### src/rtl/alu_if.sv
// Operand/result bundle for the alu: two unsigned operands, an opcode, and the registered result.
// Latency: none (wires only); the result behind it appears one clock after the operands are sampled.
// Backpressure: none; the alu accepts a new operation on every clock edge.
//
// Signals:
//   portA, portB  IN_W-bit unsigned operands (driven by master)
//   opcode        2-bit operation select   (driven by master)
//   out           OUT_W-bit registered result/accumulator (driven by slave)
interface alu_if #(
    parameter int IN_W  = 3,
    parameter int OUT_W = 16
);
    logic [IN_W-1:0]  portA;
    logic [IN_W-1:0]  portB;
    logic [1:0]       opcode;
    logic [OUT_W-1:0] out;

    modport master (
        output portA,
        output portB,
        output opcode,
        input  out
    );

    modport slave (
        input  portA,
        input  portB,
        input  opcode,
        output out
    );
endinterface

### src/rtl/alu.sv
// Registered ADD/MUL/MAC/SUB unit on two small unsigned operands with a 16-bit accumulator.
// Latency: 1 clock from operand sampling to out; a new operation every cycle.
// Backpressure: none; no handshake, every edge performs the selected operation.
//
// Ports:
//   clk   single clock, all updates on the rising edge
//   rst   synchronous active-high reset, clears out and wins over every opcode
//   bus   alu_if.slave: portA, portB, opcode in; out (registered) back
//
// Build option: define ALU_MAC_SAT_EN to make MAC saturate at all-ones instead
// of wrapping modulo 2^OUT_W. Other opcodes are identical either way.
module alu #(
    parameter int IN_W  = 3,
    parameter int OUT_W = 16
) (
    input  logic   clk,
    input  logic   rst,
    alu_if.slave   bus
);
    typedef enum logic [1:0] {
        OP_ADD = 2'b00,
        OP_MUL = 2'b01,
        OP_MAC = 2'b10,
        OP_SUB = 2'b11
    } op_e;

    // Operands are widened first so every intermediate is OUT_W bits wide;
    // nothing is truncated before the final register write.
    logic [OUT_W-1:0] a_ext;
    logic [OUT_W-1:0] b_ext;
    logic [OUT_W-1:0] prod;
    logic [OUT_W-1:0] mac_res;
    logic [OUT_W-1:0] nxt;

    assign a_ext = OUT_W'(bus.portA);
    assign b_ext = OUT_W'(bus.portB);
    assign prod  = a_ext * b_ext;

`ifdef ALU_MAC_SAT_EN
    // One extra bit catches the carry out of the accumulate; clamp on carry.
    logic [OUT_W:0] mac_wide;
    assign mac_wide = {1'b0, bus.out} + {1'b0, prod};
    assign mac_res  = mac_wide[OUT_W] ? {OUT_W{1'b1}} : mac_wide[OUT_W-1:0];
`else
    // Plain OUT_W-bit add wraps modulo 2^OUT_W.
    assign mac_res = bus.out + prod;
`endif

    always_comb begin
        nxt = '0;
        case (op_e'(bus.opcode))
            OP_ADD:  nxt = a_ext + b_ext;
            OP_MUL:  nxt = prod;
            OP_MAC:  nxt = mac_res;
            // Subtracting zero-extended operands at full width already yields
            // the two's-complement sign extension of A-B (e.g. 2-5 -> 16'hFFFD).
            OP_SUB:  nxt = a_ext - b_ext;
            default: nxt = '0;
        endcase
    end

    always_ff @(posedge clk) begin
        if (rst) begin
            bus.out <= '0;
        end else begin
            bus.out <= nxt;
        end
    end
endmodule

### src/flat_wrapper.sv
// flat-port wrapper written by rule: the top's interface ports become plain ports
module alu_flat 
#(
    parameter int IN_W  = 3,
    parameter int OUT_W = 16
)
  (clk, rst, bus_portA, bus_portB, bus_opcode, bus_out);
  alu_if #(.IN_W(IN_W), .OUT_W(OUT_W)) bus_i ();
  input  logic clk;
  input  logic rst;
  input wire logic [$bits(bus_i.portA)-1:0] bus_portA;
  input wire logic [$bits(bus_i.portB)-1:0] bus_portB;
  input wire logic [$bits(bus_i.opcode)-1:0] bus_opcode;
  output wire logic [$bits(bus_i.out)-1:0] bus_out;
  assign bus_i.portA = bus_portA;
  assign bus_i.portB = bus_portB;
  assign bus_i.opcode = bus_opcode;
  assign bus_out = bus_i.out;
  alu #(.IN_W(IN_W), .OUT_W(OUT_W)) u_core (.clk(clk), .rst(rst), .bus(bus_i));
endmodule
### config.mk
export PLATFORM = sky130hd
export DESIGN_NAME = alu_flat
export DESIGN_NICKNAME = d
export VERILOG_FILES = /design/src/rtl/alu_if.sv /design/src/rtl/alu.sv /design/src/flat_wrapper.sv
export SDC_FILE = /design/constraint.sdc
export NUM_CORES = 1
export LEC_CHECK = 0
export CAP_MARGIN = 20
export CORE_ASPECT_RATIO = 1.2
export CORE_MARGIN = 1.5
export CORE_UTILIZATION = 52
export DETAILED_ROUTE_END_ITERATION = 10
export GPL_ROUTABILITY_DRIVEN = 1
export PLACE_DENSITY = 0.9
export SLEW_MARGIN = 40
export SYNTH_ARGS = -nofsm -noshare
export SYNTH_HDL_FRONTEND = slang
export SYNTH_SLANG_ARGS = --single-unit
### constraint.sdc
create_clock -name clk -period 4.1 [get_ports clk]
set_input_delay 0.82 -clock clk [delete_from_list [all_inputs] [get_ports clk]]
set_output_delay 0.82 -clock clk [all_outputs]
set_load 0.01 [all_outputs]
# Word-level counts from Yosys, hierarchy flattened
# Cells that the tools add are included.
[classes]
add_sub_neg = 3
n_mul = 1
eq_ne = 3
mux = 1
reduce_logical = 1
[ops]
columns = ["op", "n"]
rows = [
  ["$pmux 16 s4", 1],
  ["$add 16x16->16", 1],
  ["$mul 3x3->6", 1],
  ["$add 3x3->4", 1],
  ["$eq 2x2->1 const B", 2],
  ["$sub 3x3->4", 1],
  ["$eq 2x1->1 const B", 1],
  ["$logic_not 2->1", 1],
]
[word_totals]
regBits = 16
in_bits = 10

# Longest topological paths before layout
[logic_depth]
word_depth = 3
ltp_mapped = 14
mapped_depth_nobuf = 14

# Least setup slack after synthesis
# OpenSTA, ideal clock, no wires.
[synth_timing]
path_type = "input to register"
startpoint = "input port bus_portB[1]"
endpoint = "register u_core.bus.out[15]"
setup_time_ps = 128
t_arrival_ps = 3250
required_ps = 3972
slack_ps = 722
cell_stages = 14
n_path_buf = 0
path_cell_list = "ha_1 inv_1 fa_1 inv_1 ha_1 inv_1 fa_1 inv_1 ha_1 o211ai_1 o211ai_2 nand4_1 xor2_1 o21ai_1"
[synth_between]
elab_chain_len = 3
[synth_rtl]
columns = ["element", "line", "text"]
rows = [
  ["start: declaration", "flat_wrapper.sv:12", "input wire logic [$bits(bus_i.portB)-1:0] bus_portB;"],
  ["$mul 3x3->6", "alu.sv:37", "assign prod = a_ext * b_ext;"],
  ["$add 16x16->16", "alu.sv:46", "assign mac_res = bus.out + prod;"],
  ["$pmux 16 s4 *", "alu.sv:51", "case (op_e'(bus.opcode))"],
  ["end signal: assignment", "alu.sv:66", "bus.out <= nxt;"],
  ["end: declaration", "alu_if.sv:29", "output out"],
]
# Mark *: on every way between the ends. The rest lies on a longest branch, timed or not.
# A chain may end at the register's enable or synchronous reset.

# Worst setup path after layout
[layout_timing]
startpoint = "input port bus_portB[1]"
endpoint = "register u_core.bus.out[9]"
# Same word-level chain as after synthesis.

==> flow_metrics.py <==
metrics = {
    "pwr": {
        "p_per_area_nw_per_um2": 257,
        "power.total_mw": 0.435,
        "irDropWorstVdd_uv": 148,
        "leakagePower_nw": 0.742,
    },
    "cts": {
        "cts_setup_buffers": 0,
        "h-tree-depth": 1,
        "holdBufCountCts": 0,
        "cts_resized": 0,
        "clkTransAtPathRegs_ns": 0.08,
        "clock_latency_ns": 0.28,
        "cts-buffers-inserted": 3,
        "root_buffer": "clkbuf_4",
        "clockBufferDepth": 2,
        "tritoncts": "built",
        "cts_sinks": 16,
    },
    "die": {
        "die_y_um": 59.4,
        "rows": 20,
        "core_area_um2": 2530,
        "fp.dieArea_um2": 2970,
        "die_x_um": 50.0,
        "io_pins": 26,
        "initial_core_util": 0.545,
    },
    "timing": {
        "worstMarginPinSlew_ns": 0.507,
        "fin_ws_ns": 0.214,
        "relSlewSlack": 0.661,
        "min_period_over_period": 0.948,
        "finalMaxSlewViolations": 0,
        "setup_viol": 0,
        "max_freq_ghz": 0.257,
        "min_period_ns": 3.89,
        "hold_viol_final": 0,
        "skew_ns": 0.000351,
        "fin_tns_setup_ns": 0,
    },
    "routing": {
        "wl_um": 2950,
        "highest_layer": "met4",
        "post-route-drc-count": 0,
        "drt-initial-drc-count": 12,
        "dr_total_vias": 1226,
        "wl_met1_um": 1120,
        "viasPerCell": 5.65,
        "wl_per_cell_um": 13.6,
        "wl_met3_um": 78,
        "drtPass1Iterations": 4,
        "antenna_left": 0,
        "wl_met2_um": 1670,
    },
    "global_route": {
        "grt_pass1_wl_um": 4990,
        "grt_pass1_vias": 1257,
        "grt_overflow": 0,
        "grtUsageTotal": 0.223,
        "grt_max_degree": 17,
        "antenna_found_initial": 0,
    },
    "synth": {
        "synthesis.nets": 190,
        "synthCells": 157,
        "ys.warnings.count": 0,
        "synth_area_per_cell_um2": 8.77,
        "seq_area_frac_synth": 0.233,
        "ys_ff_latch": 16,
        "netlist_area_um2": 1380,
        "yosysUniqueCellTypes": 33,
    },
    "placement": {
        "place.port_buffers": 25,
        "place_hpwl_um": 2430,
        "dp_slack_ns": -0.0432,
        "gp_congestion": 0.805,
    },
    "setup_path": {
        "arrival_ns": 4.05,
        "crit_type": "input port to register",
        "worst_ep_required_time_ns": 4.26,
        "startpoint_type": "input port",
        "end_kind": "register",
        "worstPathMaxFanout": 5,
    },
    "layout": {
        "layout-drive-gt1-share": 0.0652,
        "largestRegisters": "u_core.bus.out: 16 flops",
        "antenna_cells": 0,
        "syn_to_final_growth_pct": 23.0,
        "fin_nets": 219,
        "largest_register_ffs": 16,
        "regMostFlops": "u_core.bus.out",
        "post-route-util": 0.670,
    },
    "worst_hold_path": {
        "hp-class": "register to register",
    },
    "job": {
        "drv_cap": 0,
    },
    "run_status": {
        "status": "completed",
    },
}
-- synth_stat cells --
| library cell | count | area (um^2) |
|---|---|---|
| nand2b_1 | 4 | 25.0 |
| o21a_1 | 1 | 7.51 |
| or3_1 | 1 | 6.26 |
| dfxtp_1 | 16 | 320 |
| or2_2 | 1 | 6.26 |
| a21o_1 | 4 | 30.0 |
| a311oi_2 | 1 | 15.0 |
| clkbuf_1 | 1 | 3.75 |
| nand2_1 | 6 | 22.5 |
| inv_1 | 18 | 67.6 |
| and3_1 | 1 | 6.26 |
| a22oi_1 | 1 | 7.51 |
| a211oi_1 | 3 | 22.5 |
| xor2_1 | 12 | 105 |
| nand4_1 | 3 | 18.8 |
| nor3_2 | 1 | 10.0 |
| and2_1 | 3 | 18.8 |
| o21ai_1 | 6 | 30.0 |
| o21bai_1 | 1 | 7.51 |
| nor2_1 | 10 | 37.5 |
| mux4_2 | 2 | 45.0 |
| o21ai_0 | 7 | 35.0 |
| xnor2_1 | 4 | 35.0 |
| a21oi_1 | 9 | 45.0 |
| nor2b_1 | 4 | 25.0 |
| buf_2 | 1 | 5.00 |
| nand3_1 | 4 | 20.0 |
| nand3b_1 | 3 | 22.5 |
| ha_1 | 18 | 225 |
| o211ai_1 | 4 | 30.0 |
| a21oi_2 | 1 | 8.76 |
| o211ai_2 | 1 | 12.5 |
| fa_1 | 5 | 100 |
-- kinds of logic (layout without fill, tap and decap cells) --
family                     Yosys count  count (layout)  synth area share
and+or+nand+nor                     41              41             0.159
muxes                                2               2            0.0327
buffers and inverters               20              47            0.0554
xor gates and xnor gates            16              16             0.102
AOI/OAI and AO/OA                   39              39             0.183
adders and majority gates           23              23             0.236
DFF                                 16              16             0.233
-- power breakdown --
group	internal [mW]	switching (mW)	total [mW]
Sequential	0.167	0.00968	0.177
Combinational	0.0871	0.0922	0.179
Clock	0.0341	0.0449	0.0790
Total	0.288	0.147	0.435
-- cell usage in the layout (no fill, tap or decap), drive strengths merged --
cell           count
ha                18
inv               18
and3               1
mux4               2
o21bai             1
nor2              10
a311oi             1
fa                 5
nand3b             3
nor2b              4
nor3               1
a21oi             10
xor2              12
o211ai             5
clkdlybuf4s50     25
dfxtp             16
xnor2              4
nand3              4
and2               3
nand2b             4
nand2              6
or2                1
a22oi              1
nand4              3
a21o               4
or3                1
a211oi             3
buf                1
o21a               1
o21ai             13
clkbuf             3
-- worst max-delay path, stage by stage --
cell	delay [ns]
clkdlybuf4s50_1	0.50
ha_1	0.16
inv_1	0.07
fa_1	0.46
inv_1	0.08
ha_1	0.17
inv_1	0.06
fa_1	0.39
xnor2_1	0.16
ha_1	0.39
o211ai_1	0.15
o211ai_2	0.26
nand3_1	0.16
xor2_1	0.17
o21ai_1	0.07
-- routing by layer --
metal	GRT usage	up-vias
li1	-	596
met5	0	-
met4	0.147	0
met2	0.438	39
met3	0.0227	9
met1	0.217	582
-- layout make-up --
cell class	instances	area [um^2]
Fill cell	200	833
Tap cell	33	41.3
Sequential cell	16	320
Multi-Input combinational cell	121	985
Timing Repair Buffer	26	258
Inverter	18	67.6
Clock buffer	3	22.5
-- stage by stage --
stage / area, um^2 / instances / hold slack (ns)
after floorplan: 1380 / 157 / 0.578
after global placement: 1670 / 214 / 0.540
after detailed placement: 1670 / 214 / 0.538
after CTS: 1690 / 217 / 0.564
after global routing: 1690 / 217 / 0.596
final: 1690 / 217 / 0.560
-- final timing paths --
check	startpoint	to	slack, ns	depth (start not counted)
setup / recovery	bus_portB[1]	u_core.bus.out[9]	0.21	15
hold / removal	u_core.bus.out[15]	u_core.bus.out[15]	0.56	2
setup reg to reg	u_core.bus.out[0]	u_core.bus.out[4]	2.06	8
hold reg to reg	u_core.bus.out[15]	u_core.bus.out[15]	0.56	2
Power figures use the tool's default switching activity.
==> variant (config.mk and constraints unchanged) <==
`OUT_W` is set to 16 in 3 places; all go to 32.
--- a/src/rtl/alu_if.sv
+++ b/src/rtl/alu_if.sv
@@ -8,7 +8,7 @@
 //   out           OUT_W-bit registered result/accumulator (driven by slave)
 interface alu_if #(
     parameter int IN_W  = 3,
-    parameter int OUT_W = 16
+    parameter int OUT_W = 32
 );
     logic [IN_W-1:0]  portA;
     logic [IN_W-1:0]  portB;
--- a/src/rtl/alu.sv
+++ b/src/rtl/alu.sv
@@ -11,7 +11,7 @@
 // of wrapping modulo 2^OUT_W. Other opcodes are identical either way.
 module alu #(
     parameter int IN_W  = 3,
-    parameter int OUT_W = 16
+    parameter int OUT_W = 32
 ) (
     input  logic   clk,
     input  logic   rst,
--- a/src/flat_wrapper.sv
+++ b/src/flat_wrapper.sv
@@ -2,7 +2,7 @@
 module alu_flat 
 #(
     parameter int IN_W  = 3,
-    parameter int OUT_W = 16
+    parameter int OUT_W = 32
 )
   (clk, rst, bus_portA, bus_portB, bus_opcode, bus_out);
   alu_if #(.IN_W(IN_W), .OUT_W(OUT_W)) bus_i ();
Interface: changed (resized bus_out); port bits go from 26 to 42. No check against the original RTL was run, so the function may have changed too.
==> variant against the unedited design <==
  * Non-clock buffer count up 36
  * Area after synthesis up 68%
  * Cell count increased by 73%
  * Design area is 80% higher
  * Sequential cell count is 16 higher
  * Wire length rose by 100%
  * Setup slack better by 0.059 ns
  * Power grew 98%
  * Critical path type unchanged
==> variant: results <==
set metrics [dict create \
    dpl_cell_area_sq_um 2860 \
    cp.arrival_ns 4.00 \
    power_leakage_nw 1.22 \
    place.gp.congestion 0.858 \
    slowest_delay_ns 0.41 \
    multi_input_area_sq_um 1580 \
    vdd_drop_max_v 0.000209 \
    yosys-top-cells-area "dfxtp_1 (28%), ha_1 (9.7%), xnor2_1 (5.7%)" \
    wl_per_cell_um 16.0 \
    port_buffers 41 \
    place_ws_ns -0.283 \
    crit_slowest_cell "fa_1" \
    numCtsBuffers 5 \
    grt_usage_pct 25.9 \
    ys_seq_area_share_pct 27.7 \
    critPathMaxFanout 3 \
    worstMarginPinSlew_ns 0.768 \
    grt_max_degree 27 \
    status "finished, final reports clean" \
    reg_top3 "u_core.bus.out: 32 flops" \
    fin_nets 351 \
    fin_cells 375 \
    dp_hpwl_um 4410 \
    syn_area_per_cell_sq_um 8.82 \
    dp_cells 364 \
    drive_above_1_share_pct 15.7 \
    root_buffer "clkbuf_8" \
    synth_cell_types 44 \
    cts_resized 2 \
    ctsHtreeMaxLevel 2 \
    synth_nets 295 \
    num_vias 2183 \
    synth_common_cells "dfxtp_1 (32), o21ai_0 (22), inv_1 (19)" \
    fin_skew_ns 0.00176 \
    use_met2_pct 46.5 \
    fillers 325 \
    use_met3_pct 4.43 \
    grt_pass1_wl_um 10000 \
    drt_iter0_markers 97 \
    met1_usage_pct 28.7 \
]
variant: where the power goes:
group	internal [W]	total, W	leakage [nW]	switching, W
registers	0.000330	0.000352	0.262	0.0000223
logic	0.000137	0.000258	0.909	0.000121
clock network	0.000134	0.000253	0.0510	0.000119
variant: kinds of logic (layout without fill, tap and decap cells):
kind of cell / after synthesis / count (layout) / share of synthesized area, %
adder cells (fa/ha/maj): 23 / 23 / 14.1
flip-flops: 32 / 32 / 27.7
AO/OA/AOI/OAI: 63 / 63 / 20.0
AND/OR/NAND/NOR: 84 / 84 / 20.6
buffers and inverters: 32 / 89 / 5.79
multiplexers: 2 / 2 / 1.95
XOR/XNOR: 26 / 26 / 9.85
variant: metal layers:
| metal | routed length [um] | part of all wire [%] |
|---|---|---|
| met2 | 3230 | 54 |
| met4 | 146 | 2.4 |
| met5 | 0 | 0 |
| met1 | 2370 | 39 |
| met3 | 266 | 4.4 |
variant: worst min-delay path: cells and delay by family, from the launching register on:
kind,cells,cell delay (ns)
flip-flops,1,0.33
AO/OA/AOI/OAI,1,0.10
AND/OR/NAND/NOR,1,0.07
variant: path summary, 6_finish.rpt:
kind	from	to	slack, ns	cells after the start
max	bus_portB[1]	u_core.bus.out[21]	0.27	16
min	u_core.bus.out[27]	u_core.bus.out[27]	0.55	2
max reg2reg	u_core.bus.out[0]	u_core.bus.out[26]	1.81	9
min reg2reg	u_core.bus.out[27]	u_core.bus.out[27]	0.55	2
variant: final cells by class:
class | count | area share [%]
Clock inverter | 2 | 0.328
Inverter | 19 | 2.34
Timing Repair Buffer | 62 | 19.7
Clock buffer | 6 | 2.71
Sequential cell | 32 | 21.0
Multi-Input combinational cell | 198 | 51.7
Tap cell | 56 | 2.30
